$ cat config.mk
export PLATFORM = sky130hd
export DESIGN_NAME = duty_button_conditioner
export DESIGN_NICKNAME = d
export VERILOG_FILES = /design/src/rtl/duty_btn_pkg.sv /design/src/rtl/btn_debounce.sv /design/src/rtl/duty_button_conditioner.sv
export SDC_FILE = /design/constraint.sdc
export NUM_CORES = 1
export LEC_CHECK = 0
export ABC_AREA = 1
export CAP_MARGIN = 30
export CORE_ASPECT_RATIO = 0.75
export CORE_UTILIZATION = 60
export DETAILED_ROUTE_END_ITERATION = 12
export PLACE_DENSITY = 0.84
export SETUP_SLACK_MARGIN = 0.15
export SLEW_MARGIN = 20
export SYNTH_ARGS = -nofsm -noshare
export SYNTH_HDL_FRONTEND = slang
export SYNTH_SLANG_ARGS = --single-unit
$ cat constraint.sdc
create_clock -name clk -period 3.05 [get_ports clk]
set_clock_uncertainty 0.1 [all_clocks]
set_input_delay 0.61 -clock clk [delete_from_list [all_inputs] [get_ports clk]]
set_output_delay 0.61 -clock clk [all_outputs]
set_load 0.02 [all_outputs]
$ cat src/rtl/duty_btn_pkg.sv
// Shared definitions for the duty-cycle button conditioner.
// Contents:
//   DEF_*        default timing constants: debounce length, repeat delay,
//                repeat rate and counter width
//   rpt_state_e  encoding of the per-channel hold-to-repeat FSM
//                (ST_IDLE = 0, ST_HOLD = 1, ST_RPT = 2)
package duty_btn_pkg;

    localparam int DEF_DEBOUNCE_CYCLES = 4;
    localparam int DEF_REPEAT_DELAY    = 16;
    localparam int DEF_REPEAT_RATE     = 8;
    localparam int DEF_CNT_W           = 16;

    typedef enum logic [1:0] {
        ST_IDLE = 2'd0,
        ST_HOLD = 2'd1,
        ST_RPT  = 2'd2
    } rpt_state_e;

endpackage

$ cat src/rtl/btn_debounce.sv
// One button channel: a 2-FF synchroniser followed by a debounce counter.
// Ports:
//   clk          system clock, rising edge
//   rst_n        asynchronous active-low reset
//   btn_raw_i    raw button input, asynchronous to clk
//   level_o      debounced level (registered)
//   level_next_o value level_o takes at the coming edge. It is derived only
//                from registers, so it carries no combinational path from
//                btn_raw_i. The top uses it so that command pulses register
//                on the same edge as the level change.
module btn_debounce
    import duty_btn_pkg::*;
#(
    parameter int DEBOUNCE_CYCLES = DEF_DEBOUNCE_CYCLES,
    parameter int CNT_W           = DEF_CNT_W
) (
    input  logic clk,
    input  logic rst_n,
    input  logic btn_raw_i,
    output logic level_o,
    output logic level_next_o
);

    localparam logic [CNT_W-1:0] CNT_LAST = CNT_W'(DEBOUNCE_CYCLES - 1);

    logic             sync1_q;
    logic             sync2_q;
    logic             level_q;
    logic             level_d;
    logic [CNT_W-1:0] cnt_q;
    logic [CNT_W-1:0] cnt_d;

    always_ff @(posedge clk or negedge rst_n) begin
        if (!rst_n) begin
            sync1_q <= 1'b0;
            sync2_q <= 1'b0;
            level_q <= 1'b0;
            cnt_q   <= '0;
        end else begin
            sync1_q <= btn_raw_i;
            sync2_q <= sync1_q;
            level_q <= level_d;
            cnt_q   <= cnt_d;
        end
    end

    // The counter only runs while the synchronised input disagrees with the
    // level. Any cycle of agreement restarts it, so short glitches are
    // absorbed. It clears again when the level flips.
    always_comb begin
        level_d = level_q;
        cnt_d   = '0;
        if (sync2_q != level_q) begin
            if (cnt_q == CNT_LAST) begin
                level_d = ~level_q;
            end else begin
                cnt_d = cnt_q + 1'b1;
            end
        end
    end

    assign level_o      = level_q;
    assign level_next_o = level_d;

endmodule

$ cat src/rtl/duty_button_conditioner.sv
// Conditions the PWM duty-cycle increase/decrease buttons into clean
// single-cycle command pulses, with hold-to-repeat and conflict suppression.
// Ports:
//   clk, rst_n                  clock (rising edge), asynchronous active-low reset
//   btn_inc_raw, btn_dec_raw    raw active-high buttons, asynchronous to clk
//   increase_duty/decrease_duty registered one-cycle command pulses
//   inc_level/dec_level         debounced button levels
// Channel index 0 is increase and channel index 1 is decrease.
// The pulse outputs behave as a valid-only stream. Each high cycle is one
// command. There is no ready signal, so the downstream block must accept a
// pulse in the cycle it appears.
module duty_button_conditioner
    import duty_btn_pkg::*;
#(
    parameter int DEBOUNCE_CYCLES = DEF_DEBOUNCE_CYCLES,
    parameter int REPEAT_DELAY    = DEF_REPEAT_DELAY,
    parameter int REPEAT_RATE     = DEF_REPEAT_RATE,
    parameter int CNT_W           = DEF_CNT_W
) (
    input  logic clk,
    input  logic rst_n,
    input  logic btn_inc_raw,
    input  logic btn_dec_raw,
    output logic increase_duty,
    output logic decrease_duty,
    output logic inc_level,
    output logic dec_level
);

    localparam bit               RPT_EN     = (REPEAT_DELAY != 0);
    localparam logic [CNT_W-1:0] DELAY_LAST = CNT_W'(REPEAT_DELAY - 1);
    localparam logic [CNT_W-1:0] RATE_LAST  = CNT_W'(REPEAT_RATE - 1);

    logic [1:0]       level;
    logic [1:0]       level_next;
    logic             hold_clear;
    rpt_state_e       state_q [2];
    rpt_state_e       state_d [2];
    logic [CNT_W-1:0] rcnt_q  [2];
    logic [CNT_W-1:0] rcnt_d  [2];
    logic [1:0]       pulse_q;
    logic [1:0]       pulse_d;

    btn_debounce #(.DEBOUNCE_CYCLES(DEBOUNCE_CYCLES), .CNT_W(CNT_W)) u_deb_inc (
        .clk          (clk),
        .rst_n        (rst_n),
        .btn_raw_i    (btn_inc_raw),
        .level_o      (level[0]),
        .level_next_o (level_next[0])
    );

    btn_debounce #(.DEBOUNCE_CYCLES(DEBOUNCE_CYCLES), .CNT_W(CNT_W)) u_deb_dec (
        .clk          (clk),
        .rst_n        (rst_n),
        .btn_raw_i    (btn_dec_raw),
        .level_o      (level[1]),
        .level_next_o (level_next[1])
    );

    // Both FSMs are pinned at HOLD with rcnt = 0 while both levels are high.
    // They are also pinned on the edge where the conflict ends. The surviving
    // channel then restarts its delay from that edge, the same way a fresh
    // press does.
    assign hold_clear = (&level_next) | (&level);

    always_ff @(posedge clk or negedge rst_n) begin
        if (!rst_n) begin
            for (int ch = 0; ch < 2; ch++) begin
                state_q[ch] <= ST_IDLE;
                rcnt_q[ch]  <= '0;
            end
            pulse_q <= 2'b00;
        end else begin
            for (int ch = 0; ch < 2; ch++) begin
                state_q[ch] <= state_d[ch];
                rcnt_q[ch]  <= rcnt_d[ch];
            end
            pulse_q <= pulse_d;
        end
    end

    always_comb begin
        for (int ch = 0; ch < 2; ch++) begin
            state_d[ch] = state_q[ch];
            rcnt_d[ch]  = rcnt_q[ch];
            pulse_d[ch] = 1'b0;
            if (!level_next[ch]) begin
                state_d[ch] = ST_IDLE;
                rcnt_d[ch]  = '0;
            end else if (hold_clear) begin
                state_d[ch] = ST_HOLD;
                rcnt_d[ch]  = '0;
            end else begin
                unique case (state_q[ch])
                    ST_IDLE: begin
                        state_d[ch] = ST_HOLD;
                        rcnt_d[ch]  = '0;
                        pulse_d[ch] = 1'b1;
                    end
                    ST_HOLD: begin
                        if (!RPT_EN) begin
                            rcnt_d[ch] = '0;
                        end else if (rcnt_q[ch] == DELAY_LAST) begin
                            state_d[ch] = ST_RPT;
                            rcnt_d[ch]  = '0;
                            pulse_d[ch] = 1'b1;
                        end else begin
                            rcnt_d[ch] = rcnt_q[ch] + 1'b1;
                        end
                    end
                    ST_RPT: begin
                        if (rcnt_q[ch] == RATE_LAST) begin
                            rcnt_d[ch]  = '0;
                            pulse_d[ch] = 1'b1;
                        end else begin
                            rcnt_d[ch] = rcnt_q[ch] + 1'b1;
                        end
                    end
                    default: begin
                        state_d[ch] = ST_IDLE;
                        rcnt_d[ch]  = '0;
                    end
                endcase
            end
        end
    end

    assign increase_duty = pulse_q[0];
    assign decrease_duty = pulse_q[1];
    assign inc_level     = level[0];
    assign dec_level     = level[1];

endmodule

# ---- Yosys cells after proc, flatten, opt, wreduce, memory -nomap -nowiden
# Index checks and enable logic that the tools add are counted.
dict set report op_classes {
  bitwise_logic 3
  eq_ne 16
  addsub 4
  n_reduce_logical 6
  mux 36
}
# op n
set op_table {}
lappend op_table {{16-bit two-way mux} 12}
lappend op_table {{16-bit by 1-bit adder with 16-bit output (second input constant)} 4}
lappend op_table {{16-bit case mux with 2 select lines} 2}
lappend op_table {{16-bit by 2-bit equality test with 1-bit output (second input constant)} 2}
lappend op_table {{16-bit by 3-bit equality test with 1-bit output (second input constant)} 2}
lappend op_table {{16-bit by 4-bit equality test with 1-bit output (second input constant)} 2}
lappend op_table {{1-bit two-way mux} 12}
lappend op_table {{2-bit two-way mux} 6}
lappend op_table {{2-bit case mux with 3 select lines} 2}
lappend op_table {{4-bit != test (second input constant)} 2}
lappend op_table {{2-bit AND reduction} 4}
lappend op_table {{3-bit != test (second input constant)} 2}
lappend op_table {{1-bit case mux with 3 select lines} 2}
lappend op_table {{2-bit by 1-bit equality test with 1-bit output (second input constant)} 2}
lappend op_table {{2-bit equality test (second input constant)} 2}
lappend op_table {{2-bit logical NOT} 2}
lappend op_table {{1-bit != test} 2}
lappend op_table {{1-bit inverter} 2}
lappend op_table {{1-bit bitwise OR} 1}
dict set report word_totals {
  input_bits 4
  wordCells 78
  regBits 76
}

# ---- Logic depth before layout (Yosys ltp)
# Gate-level depths: netlist of the first run.
dict set report logic_depth {
  word_depth 7
  depth_mapped 12
  depth_no_buf 12
}

# ---- Hierarchy
# Synthesis of the first run repeated with hierarchy kept, for this count alone.
dict set report hier_totals {
  cells_unflattened 553
  area_unflattened_um2 4290.4
}
# mod area_per_inst_um2 seq_area_each_um2 cells_each instances
set by_module_without_submodules {}
lappend by_module_without_submodules {duty_button_conditioner 2270.9 950.9 289 1}
lappend by_module_without_submodules {btn_debounce 1009.7 475.5 132 2}

# ---- Worst setup path after synthesis of the first run
# Ideal clock, no wire load.
dict set report synth_path {
  path_kind {register to register}
  from {register rcnt_q[16] (netlist name)}
  to {register rcnt_q[30] (netlist name)}
  slack_ns 1.394
  stages_incl_launch_ff 12
  arrival_ns 1.487
  cell_sequence {dfrtp_1 ha_1 nand3_1 nor2_1 nand2_1 nand2_1 nand2_1 nand2_1 nor2_4 nand2_4 buf_6 nor2_2}
}
# element line
set synth_lines {}
lappend synth_lines {{from (decl)} duty_button_conditioner.sv:39} ;# logic [CNT_W-1:0] rcnt_q [2];
lappend synth_lines {{from (signal, indexed assignment)} duty_button_conditioner.sv:76} ;# rcnt_q[ch] <= rcnt_d[ch];

# ---- Worst setup path after layout of the first run
dict set report layout_path {
  from {register u_deb_dec.level_q, in the netlist u_deb_dec.level_o}
  to {output port dec_level}
}
# element line
set layout_lines {}
lappend layout_lines {{from (decl)} btn_debounce.sv:28} ;# logic level_q;
lappend layout_lines {{from (signal assigned)} btn_debounce.sv:42} ;# level_q <= level_d;
lappend layout_lines {{to (decl)} duty_button_conditioner.sv:27} ;# output logic dec_level
# No word-level cell between the ends.

==> impl_metrics.env, run 1 <==
export IMPL_status="complete, no violations"
export IMPL_final_common_cell="nor2_1"
export IMPL_maxCapViolCount=0
export IMPL_crit_buf_inv=1
export IMPL_finalMaxSlewViolations=0
export IMPL_track_usage_pct=24.7
export IMPL_dieHeight_microns=75.9
export IMPL_finish_instance_area_sq_um=4700
export IMPL_clk_insertion_delay_late_ns=0.35
export IMPL_fin_util_pct=67.8
export IMPL_cts_clk_slew_worst_paths_ns=0.08
export IMPL_final_nets=575
export IMPL_finalHoldViolations=0
export IMPL_final_cell_mix="102 x nor2_1, 99 x nand2_1, 76 x dfrtp_1, 63 x inv_1, 40 x nand3_1"
export IMPL_ys_ff_latch=76
export IMPL_power_leakage_nw=2.08
export IMPL_cts_sinks=76
export IMPL_grt_overflow_total=0
export IMPL_die_area_sq_um=7620
export IMPL_num_vias=3495
export IMPL_place_area_sq_um=4510
export IMPL_grt_max_degree=77
export IMPL_syn_nets=561
export IMPL_syn_area_sq_um=4370
export IMPL_regToRegSetupSlack_ns=1.17
export IMPL_cts_root_buf="clkbuf_8"
export IMPL_cts_resized=0
export IMPL_ir_drop_v=0.000331
export IMPL_die_width_microns=100
export IMPL_max_freq_mhz=466
export IMPL_drt_pass1_iter_count=4
export IMPL_critical_path_slowest_cell="clkdlybuf4s50_1"
export IMPL_cp_cell_sequence="clkdlybuf4s50_1"
export IMPL_ant_nets=0
export IMPL_io_buffers=7
export IMPL_routed_wl_microns=8270
export IMPL_fin_crit_ns=2.15
export IMPL_vias_per_cell=5.30
export IMPL_total_power_w=0.00251
export IMPL_wl_per_cell_microns=12.5
export IMPL_multi_input_area_sq_um=2170
export IMPL_antennaDiodeCount=0
export IMPL_hp_class="in -> async"
export IMPL_crit_type="reg -> out"
export IMPL_synth_seq_area_share_pct=43.6
export IMPL_grt_setup_unrepaired="no"
export IMPL_post_cts_buffers=0
export IMPL_cp_top_family="buffers and inverters"
export IMPL_rows=26
export IMPL_max_slew_margin_pct=70.5
export IMPL_ys_types=32
export IMPL_yosys_warnings=0
export IMPL_crit_required_ns=2.34
export IMPL_grt_pass1_vias=3362
export IMPL_critPathMaxFanout=5
export IMPL_area_growth_pct=7.68
export IMPL_cellPowerDensity_nw_per_um2=534
export IMPL_synth_edf_count=0
export IMPL_async_flop_share_pct=100
export IMPL_grt_pass1_wl_microns=14700
export IMPL_fillers=560
export IMPL_finalSetupViolCount=0
export IMPL_period_share_pct=70.4
export IMPL_core_sq_um=6930
export IMPL_whs_ns=0.0421
export IMPL_place_gp_congestion=0.902
export IMPL_antenna_found_initial=0
export IMPL_dp_final_hpwl_microns=5970
export IMPL_numCtsBuffers=9
export IMPL_cts_buffer_depth=2
export IMPL_drive_gt1_share_pct=9.96
export IMPL_finalSetupTns_ns=0
export IMPL_cp_start_kind="flip-flop"
export IMPL_ctsHtreeMaxLevel=3
export IMPL_remaining_drc_errors=0
export IMPL_drt_iter0_markers=250
export IMPL_synthCells=544
export IMPL_register_area_sq_um=1900
export IMPL_syn_area_per_cell_sq_um=8.02
export IMPL_worst_pin_slew_ns=0.439
export IMPL_tritoncts="done"
export IMPL_ys_dominant_reg_cell="dfrtp_1"
export IMPL_end_kind="output port"
export IMPL_start_util_pct=63.0
export IMPL_cp_arrival_ns=1.44
export IMPL_ios=8
export IMPL_cp_slowest_stage_delay_ns=0.65
export IMPL_hold_buffers=0
## final timing paths
| kind | to | cells after the start | startpoint |
|---|---|---|---|
| setup / recovery | dec_level | 1 | u_deb_dec.level_o$_DFF_PN0_ |
| hold / removal | u_deb_inc.cnt_q[7]$_DFF_PN0_ | 1 | rst_n |
| setup reg to reg | rcnt_q[2]$_DFF_PN0_ | 12 | rcnt_q[0]$_DFF_PN0_ |
| hold reg to reg | u_deb_dec.sync2_q$_DFF_PN0_ | 0 | u_deb_dec.sync1_q$_DFF_PN0_ |
| max in group asynchronous | rcnt_q[5]$_DFF_PN0_ | 2 | rst_n |
| min in group clk | u_deb_dec.sync2_q$_DFF_PN0_ | 0 | u_deb_dec.sync1_q$_DFF_PN0_ |
## synth_stat cells, types with 2 or more instances
master      n  area share [%]
buf_6       3            0.77
nand3b_1    4            0.69
nor2_1    102             8.8
nand2_2     2            0.29
o21ai_0     7            0.80
xnor2_1     8             1.6
clkbuf_1    2            0.17
nor3_2     15             3.4
nor2_2     14             2.0
nand3_1    40             4.6
nor2_4      2            0.52
a21oi_1    11             1.3
xor2_1     29             5.8
inv_1      63             5.4
nand4_1    12             1.7
nor3_1     21             2.4
nand2_1    99             8.5
nand2_4     3            0.77
nand3_4     2            0.80
inv_2       3            0.26
dfrtp_1    76              44
nor4_1      4            0.57
ha_1       13             3.7
## power breakdown
part / total [W] / switching (W) / internal, W
combinational: 0.000704 / 0.000493 / 0.000212
clock: 0.000656 / 0.000361 / 0.000295
sequential: 0.00115 / 0.0000711 / 0.00108
total: 0.00251 / 0.000925 / 0.00158
## stage by stage
stage	std cells	setup WS, ns
6_report	660	0.904
5_1_grt	660	0.845
4_1_cts	659	0.891
3_5_place_dp	644	1.20
3_3_place_gp	644	1.27
2_1_floorplan	544	1.39
## layer usage
layer | track usage [%] | routed length, microns | part of all wire (%) | vias to the layer above
li1 | - | - | - | 1762
met1 | 32.9 | 4130 | 50 | 1663
met2 | 40.5 | 3780 | 46 | 63
met3 | 5.78 | 283 | 3.4 | 7
met4 | 8.53 | 84 | 1.0 | 0
met5 | 0 | 0 | 0 | -
## flip-flops by register name, indices dropped and copies added, names as in the netlist
register,cells
state_q,4
u_deb_inc.cnt_q,16
u_deb_dec.level_o,1
u_deb_inc.level_o,1
rcnt_q,32
u_deb_dec.sync1_q,1
u_deb_inc.sync1_q,1
u_deb_dec.cnt_q,16
u_deb_inc.sync2_q,1
pulse_q,2
u_deb_dec.sync2_q,1
## cells by family after synthesis
logic type	share of synthesized area (%)
AOI/OAI and AO/OA	3.04
DFF	43.6
adders and majority gates	3.73
and+or+nand+nor	35.6
xor gates and xnor gates	7.42
buffers and inverters	6.62
## layout make-up
cell class | instances | share of cell area (%)
multi-input cells | 397 | 46.3
flip-flops and latches | 76 | 40.5
inverters | 66 | 5.27
clock buffers | 12 | 2.87
well taps | 98 | 2.61
repair buffers | 8 | 2.02
clock inverters | 3 | 0.506
Note: power is estimated with default switching activity, not from simulation.
==> run 2, diff against run 1 <==
==> constraint.sdc (replaced) <==
create_clock -name clk -period 2.1 [get_ports clk]
set_clock_uncertainty 0.1 [all_clocks]
set_input_delay 0.42 -clock clk [delete_from_list [all_inputs] [get_ports clk]]
set_output_delay 0.42 -clock clk [all_outputs]
set_load 0.02 [all_outputs]
==> run 2 against run 1 <==
Compared with the run above:
- highest routed layer unchanged
- hold slack improved by 0.21 ns
- final cell count increased by 1.1%
- utilization increased by 1.6 points
- critical path depth increased by 8
- wire length increased by 2.6%
- final area increased by 2.4%
- worst setup slack got worse by 0.66 ns
- die area unchanged
- first-iteration DRC count decreased by 9.6%
- combinational power increased by 66%
==> impl_metrics.env, run 2 (same netlist as run 1, synthesis figures left out) <==
export IMPL_cp_arrival_ns=2.04
export IMPL_status="complete, no violations"
export IMPL_dieHeight_microns=75.9
export IMPL_fillers=548
export IMPL_rows=26
export IMPL_place_area_sq_um=4530
export IMPL_hold_depth=0
export IMPL_grt_max_degree=77
export IMPL_cts_root_buf="clkbuf_8"
export IMPL_max_slew_margin_pct=67.8
export IMPL_final_cell_mix="102 x nor2_1, 96 x nand2_1, 76 x dfrtp_1, 63 x inv_1, 39 x nand3_1"
export IMPL_wl_per_cell_microns=12.7
export IMPL_die_area_sq_um=7620
export IMPL_crit_required_ns=2.28
export IMPL_ios=8
export IMPL_core_sq_um=6930
export IMPL_ir_drop_v=0.000454
export IMPL_worst_pin_slew_ns=0.479
export IMPL_register_area_sq_um=1900
export IMPL_io_buffers=7
export IMPL_multi_input_area_sq_um=2210
export IMPL_cts_buffer_depth=2
export IMPL_final_nets=582
export IMPL_cts_sinks=76
export IMPL_final_common_cell="nor2_1"
export IMPL_drt_pass1_iter_count=5
export IMPL_finalMaxSlewViolations=0
export IMPL_remaining_drc_errors=0
export IMPL_routed_wl_microns=8480
export IMPL_area_growth_pct=10.2
export IMPL_grt_pass1_vias=3278
export IMPL_whs_ns=0.253
export IMPL_max_flop_register="rcnt_q"
export IMPL_reg_largest_list="rcnt_q: 32 flops, u_deb_dec.cnt_q: 16 flops, u_deb_inc.cnt_q: 16 flops"
export IMPL_end_kind="flip-flop"
export IMPL_regToRegSetupSlack_ns=0.25
export IMPL_fin_crit_ns=1.85
export IMPL_largest_reg_flops=32
export IMPL_clk_insertion_delay_late_ns=0.35
export IMPL_finalSetupViolCount=0
export IMPL_power_leakage_nw=2.12
export IMPL_cellPowerDensity_nw_per_um2=793
export IMPL_finalSetupTns_ns=0
export IMPL_cts_clk_slew_worst_paths_ns=0.07
export IMPL_cp_start_kind="flip-flop"
export IMPL_ctsHtreeMaxLevel=3
export IMPL_antennaDiodeCount=0
export IMPL_drt_iter0_markers=226
export IMPL_start_util_pct=63.0
export IMPL_numCtsBuffers=9
export IMPL_holdPathEnd="u_deb_dec.sync2_q$_DFF_PN0_"
export IMPL_maxCapViolCount=0
export IMPL_ant_nets=0
export IMPL_track_usage_pct=24.3
export IMPL_drive_gt1_share_pct=12.1
export IMPL_hp_class="reg -> reg"
export IMPL_grt_overflow_total=0
export IMPL_dp_final_hpwl_microns=5860
export IMPL_worstReg2RegStart="u_deb_inc.cnt_q[0]$_DFF_PN0_"
export IMPL_finish_instance_area_sq_um=4810
export IMPL_tritoncts="done"
export IMPL_critPathMaxFanout=15
export IMPL_reg2reg_depth=9
export IMPL_antenna_found_initial=0
export IMPL_crit_type="reg -> reg"
export IMPL_vias_per_cell=5.30
export IMPL_period_share_pct=88.3
export IMPL_place_gp_congestion=0.879
export IMPL_num_vias=3535
export IMPL_grt_setup_unrepaired="no"
export IMPL_grt_pass1_wl_microns=14400
export IMPL_regToRegEndpoint="rcnt_q[17]$_DFF_PN0_"
export IMPL_hp_start="u_deb_dec.sync1_q$_DFF_PN0_"
export IMPL_max_freq_mhz=539
export IMPL_die_width_microns=100
export IMPL_finalHoldViolations=0
## run 2: changes by cell type in the layout (fill, tap and decap cells not counted), sizes merged
cell	change
inv	-1
dlygate4sd2	+2
clkdlybuf4s50	-2
clkinv	+1
dlygate4sd3	+1
buf	+6
## run 2: worst max-delay path: stages, from the launching register on
cell     delay [ns]
dfrtp_1        0.38
ha_1           0.24
nand3_1        0.11
nor2_1         0.18
nand3_1        0.12
nand2_2        0.13
nand3_2        0.14
inv_2          0.15
nand2_8        0.12
nor2_1         0.11
## run 2: timing repair
action,in CTS,in global routing
endpoints found under the setup margin,2,31
pin swaps,0,2
hold buffers,1,0
endpoints found under the hold margin,76,0
buffers inserted,0,6
gates resized for setup,2,7
## run 2: per-stage QoR
stage	util [%]	setup WS, ns	power, W	instances
6_report	69.4	0.245	0.00381	667
5_1_grt	69.4	0.106	0.00404	667
4_1_cts	68.0	0.211	0.00369	661
3_5_place_dp	65.4	0.242	0.00271	645
3_3_place_gp	65.4	0.304	0.00265	645
2_1_floorplan	-	0.444	0.00245	544
## run 2: cell type report
cell class / instances / area share, %
clock inverter: 3 / 0.494
multi-input combinational: 397 / 45.8
timing repair buffer: 15 / 3.43
sequential: 76 / 39.5
inverter: 66 / 5.15
clock buffer: 12 / 3.02
tap: 98 / 2.55
## run 2: how the worst max path moves through the flow
stage               slack [ns]                    startpoint                   end
finish                    0.25  u_deb_inc.cnt_q[0]$_DFF_PN0_  rcnt_q[17]$_DFF_PN0_
floorplan                 0.44          rcnt_q[16]$_DFF_PN0_  rcnt_q[30]$_DFF_PN0_
global placement          0.30  u_deb_dec.cnt_q[0]$_DFF_PN0_   rcnt_q[2]$_DFF_PN0_
detailed placement        0.24  u_deb_inc.cnt_q[7]$_DFF_PN0_   rcnt_q[2]$_DFF_PN0_
CTS                       0.21  u_deb_inc.cnt_q[0]$_DFF_PN0_   rcnt_q[2]$_DFF_PN0_
global route              0.11           rcnt_q[0]$_DFF_PN0_  rcnt_q[15]$_DFF_PN0_
## run 2: where the power goes
part | total (W) | internal [W] | switching, W
Clock | 0.000976 | 0.000457 | 0.000519
Sequential | 0.00167 | 0.00156 | 0.000101
Combinational | 0.00117 | 0.000402 | 0.000771
Total | 0.00381 | 0.00242 | 0.00139
## run 2: metal layers
| layer | global-route usage (%) | part of all wire, % | wire [microns] |
|---|---|---|---|
| met4 | 7.57 | 1.2 | 99 |
| met2 | 40.3 | 46 | 3880 |
| met1 | 32.6 | 49 | 4150 |
| met5 | 0 | 0 | 0 |
| met3 | 5.23 | 4.2 | 358 |
==> run 3, diff against run 2 <==
--- a/config.mk
+++ b/config.mk
@@ -7,10 +7,13 @@
 export LEC_CHECK = 0
 export ABC_AREA = 1
 export CAP_MARGIN = 30
+export CELL_PAD_IN_SITES_DETAIL_PLACEMENT = 1
+export CELL_PAD_IN_SITES_GLOBAL_PLACEMENT = 1
 export CORE_ASPECT_RATIO = 0.75
-export CORE_UTILIZATION = 60
+export CORE_UTILIZATION = 47
+export CTS_CLUSTER_DIAMETER = 150
 export DETAILED_ROUTE_END_ITERATION = 12
-export PLACE_DENSITY = 0.84
+export PLACE_DENSITY = 0.79
 export SETUP_SLACK_MARGIN = 0.15
 export SLEW_MARGIN = 20
 export SYNTH_ARGS = -nofsm -noshare
==> run 3 against run 2 <==
Compared with the run above:
- register-to-register slack worse by 0.02 ns
- final cell count up 5.4%
- total power up 18%
- largest power group unchanged
- non-clock buffer count up 5
- worst setup slack worse by 0.017 ns
- first-iteration DRC count down 38%
==> impl_metrics.env, run 3 (same netlist as run 1, synthesis figures left out) <==
export IMPL_cts_sinks=76
export IMPL_grt_max_degree=35
export IMPL_cp_start_kind="flip-flop"
export IMPL_register_area_sq_um=1900
export IMPL_p_seq_share_pct=37.3
export IMPL_max_slew_margin_pct=66.9
export IMPL_dp_final_hpwl_microns=7610
export IMPL_combPwrFrac_pct=27.2
export IMPL_drt_iter0_markers=139
export IMPL_end_kind="flip-flop"
export IMPL_largest_reg_flops=32
export IMPL_vias_per_cell=5.20
export IMPL_status="complete, no violations"
export IMPL_die_area_sq_um=9680
export IMPL_place_gp_congestion=0.825
export IMPL_clockPowerShare_pct=35.4
export IMPL_power_switching_w=0.00152
export IMPL_fin_util_pct=55.7
export IMPL_final_cell_mix="98 x nand2_1, 96 x nor2_1, 76 x dfrtp_1, 63 x inv_1, 39 x nand3_1"
export IMPL_critPathMaxFanout=12
export IMPL_hp_class="reg -> reg"
export IMPL_power_internal_w=0.00297
export IMPL_grt_pass1_wl_microns=18300
export IMPL_crit_type="reg -> reg"
export IMPL_switching_share_pct=33.9
export IMPL_crit_required_ns=2.22
export IMPL_finish_instance_area_sq_um=5040
export IMPL_track_usage_pct=24.2
export IMPL_cp_top_family="simple AND/OR/NAND/NOR gates"
export IMPL_numCtsBuffers=9
export IMPL_cts_buffer_depth=2
export IMPL_finalSetupTns_ns=0
export IMPL_antennaDiodeCount=0
export IMPL_cts_clk_slew_worst_paths_ns=0.06
export IMPL_start_util_pct=48.3
export IMPL_ant_nets=0
export IMPL_place_area_sq_um=4580
export IMPL_critical_path_slowest_cell="dfrtp_1"
export IMPL_placed_cells=676
export IMPL_drt_pass1_iter_count=4
export IMPL_final_nets=587
export IMPL_ctsHtreeMaxLevel=3
export IMPL_clk_insertion_delay_late_ns=0.34
export IMPL_drive_gt1_share_pct=14.3
export IMPL_crit_top_cell="nand2_1"
export IMPL_finalMaxSlewViolations=0
export IMPL_final_common_cell="nand2_1"
export IMPL_core_sq_um=9050
export IMPL_reg_largest_list="rcnt_q: 32 flops, u_deb_dec.cnt_q: 16 flops, u_deb_inc.cnt_q: 16 flops"
export IMPL_routed_wl_microns=10900
export IMPL_crit_buf_inv=2
export IMPL_power_leakage_nw=2.23
export IMPL_fillers=1097
export IMPL_cp_cell_sequence="ha_1 -> nand2_1 -> nor2_4 -> inv_1 -> nor2_1 -> nand2_1 -> nand2_1 -> nand2_2 -> nand3_4 -> buf_12 -> nor3_2"
export IMPL_tritoncts="done"
export IMPL_finalSetupViolCount=0
export IMPL_maxCapViolCount=0
export IMPL_grt_overflow_total=0
export IMPL_ios=8
export IMPL_finalHoldViolations=0
export IMPL_worst_pin_slew_ns=0.491
export IMPL_ir_drop_v=0.000566
export IMPL_rows=30
export IMPL_multi_input_area_sq_um=2220
export IMPL_num_vias=3654
export IMPL_stdcell_count=703
export IMPL_fin_crit_ns=1.87
export IMPL_wl_per_cell_microns=15.5
export IMPL_cp_arrival_ns=1.99
export IMPL_period_share_pct=89.2
export IMPL_dieHeight_microns=85.5
export IMPL_io_buffers=7
export IMPL_max_flop_register="rcnt_q"
export IMPL_area_growth_pct=15.4
export IMPL_remaining_drc_errors=0
export IMPL_cellPowerDensity_nw_per_um2=891
export IMPL_die_width_microns=113
export IMPL_grt_pass1_vias=3736
export IMPL_antenna_found_initial=0
export IMPL_cts_root_buf="clkbuf_16"
export IMPL_cp_slowest_stage_delay_ns=0.39
export IMPL_grt_setup_unrepaired="no"
export IMPL_max_freq_mhz=534
-- run 3: worst register-to-register path, stage by stage, from the launching register on --
cell and delay [ns]:
dfrtp_1 0.39, ha_1 0.20, nand2_1 0.11, nor2_4 0.14, inv_1 0.06, nor2_1 0.13, nand2_1 0.07, nand2_1 0.12
nand2_2 0.10, nand3_4 0.13, buf_12 0.16, nor3_2 0.06
-- run 3: metrics by stage --
stage	worst slack, ns	hold slack, ns	power [W]
2_1_floorplan	0.444	0.0244	0.00245
5_1_grt	0.0833	0.260	0.00472
3_3_place_gp	0.272	0.234	0.00270
4_1_cts	0.195	0.263	0.00435
3_5_place_dp	0.203	0.250	0.00277
6_report	0.228	0.255	0.00449
-- run 3: what timing repair did --
action,CTS,global route
endpoints found under the setup margin,2,35
buffers inserted,0,10
pin swaps,0,3
endpoints found under the hold margin,32,0
hold buffers,1,0
resized for setup,2,13
-- run 3: routing by layer --
| metal | global-route usage [%] | up-vias | wire (microns) |
|---|---|---|---|
| li1 | - | 1790 | - |
| met1 | 31.9 | 1821 | 5270 |
| met2 | 39.9 | 32 | 5190 |
| met3 | 5.79 | 11 | 279 |
| met4 | 6.94 | 0 | 126 |
| met5 | 0 | - | 0 |
-- run 3: final timing paths --
kind	endpoint	slack (ns)	cells past startpoint	start
hold / removal	u_deb_inc.sync2_q$_DFF_PN0_	0.25	0	u_deb_inc.sync1_q$_DFF_PN0_
max in group asynchronous	rcnt_q[8]$_DFF_PN0_	0.86	3	rst_n
hold reg to reg	u_deb_inc.sync2_q$_DFF_PN0_	0.25	0	u_deb_inc.sync1_q$_DFF_PN0_
min in group asynchronous	u_deb_inc.cnt_q[7]$_DFF_PN0_	0.48	2	rst_n
setup / recovery	rcnt_q[3]$_DFF_PN0_	0.23	11	rcnt_q[0]$_DFF_PN0_
setup reg to reg	rcnt_q[3]$_DFF_PN0_	0.23	11	rcnt_q[0]$_DFF_PN0_
-- run 3: cell type report --
cell class / instances / area share [%]
Sequential cell: 76 / 37.8
Clock inverter: 5 / 0.994
Inverter: 66 / 4.92
Multi-Input combinational cell: 397 / 44.1
Tap cell: 128 / 3.18
Clock buffer: 11 / 5.02
Timing Repair Buffer: 20 / 4.02
-- run 3: power by group through the flow --
stage	sequential, W	combinational [W]	clock [W]
CTS	0.00168	0.00106	0.00161
finish	0.00168	0.00122	0.00159
global route	0.00169	0.00136	0.00167
global placement	0.00169	0.00101	0
detailed placement	0.00170	0.00107	0
floorplan	0.00171	0.000739	0
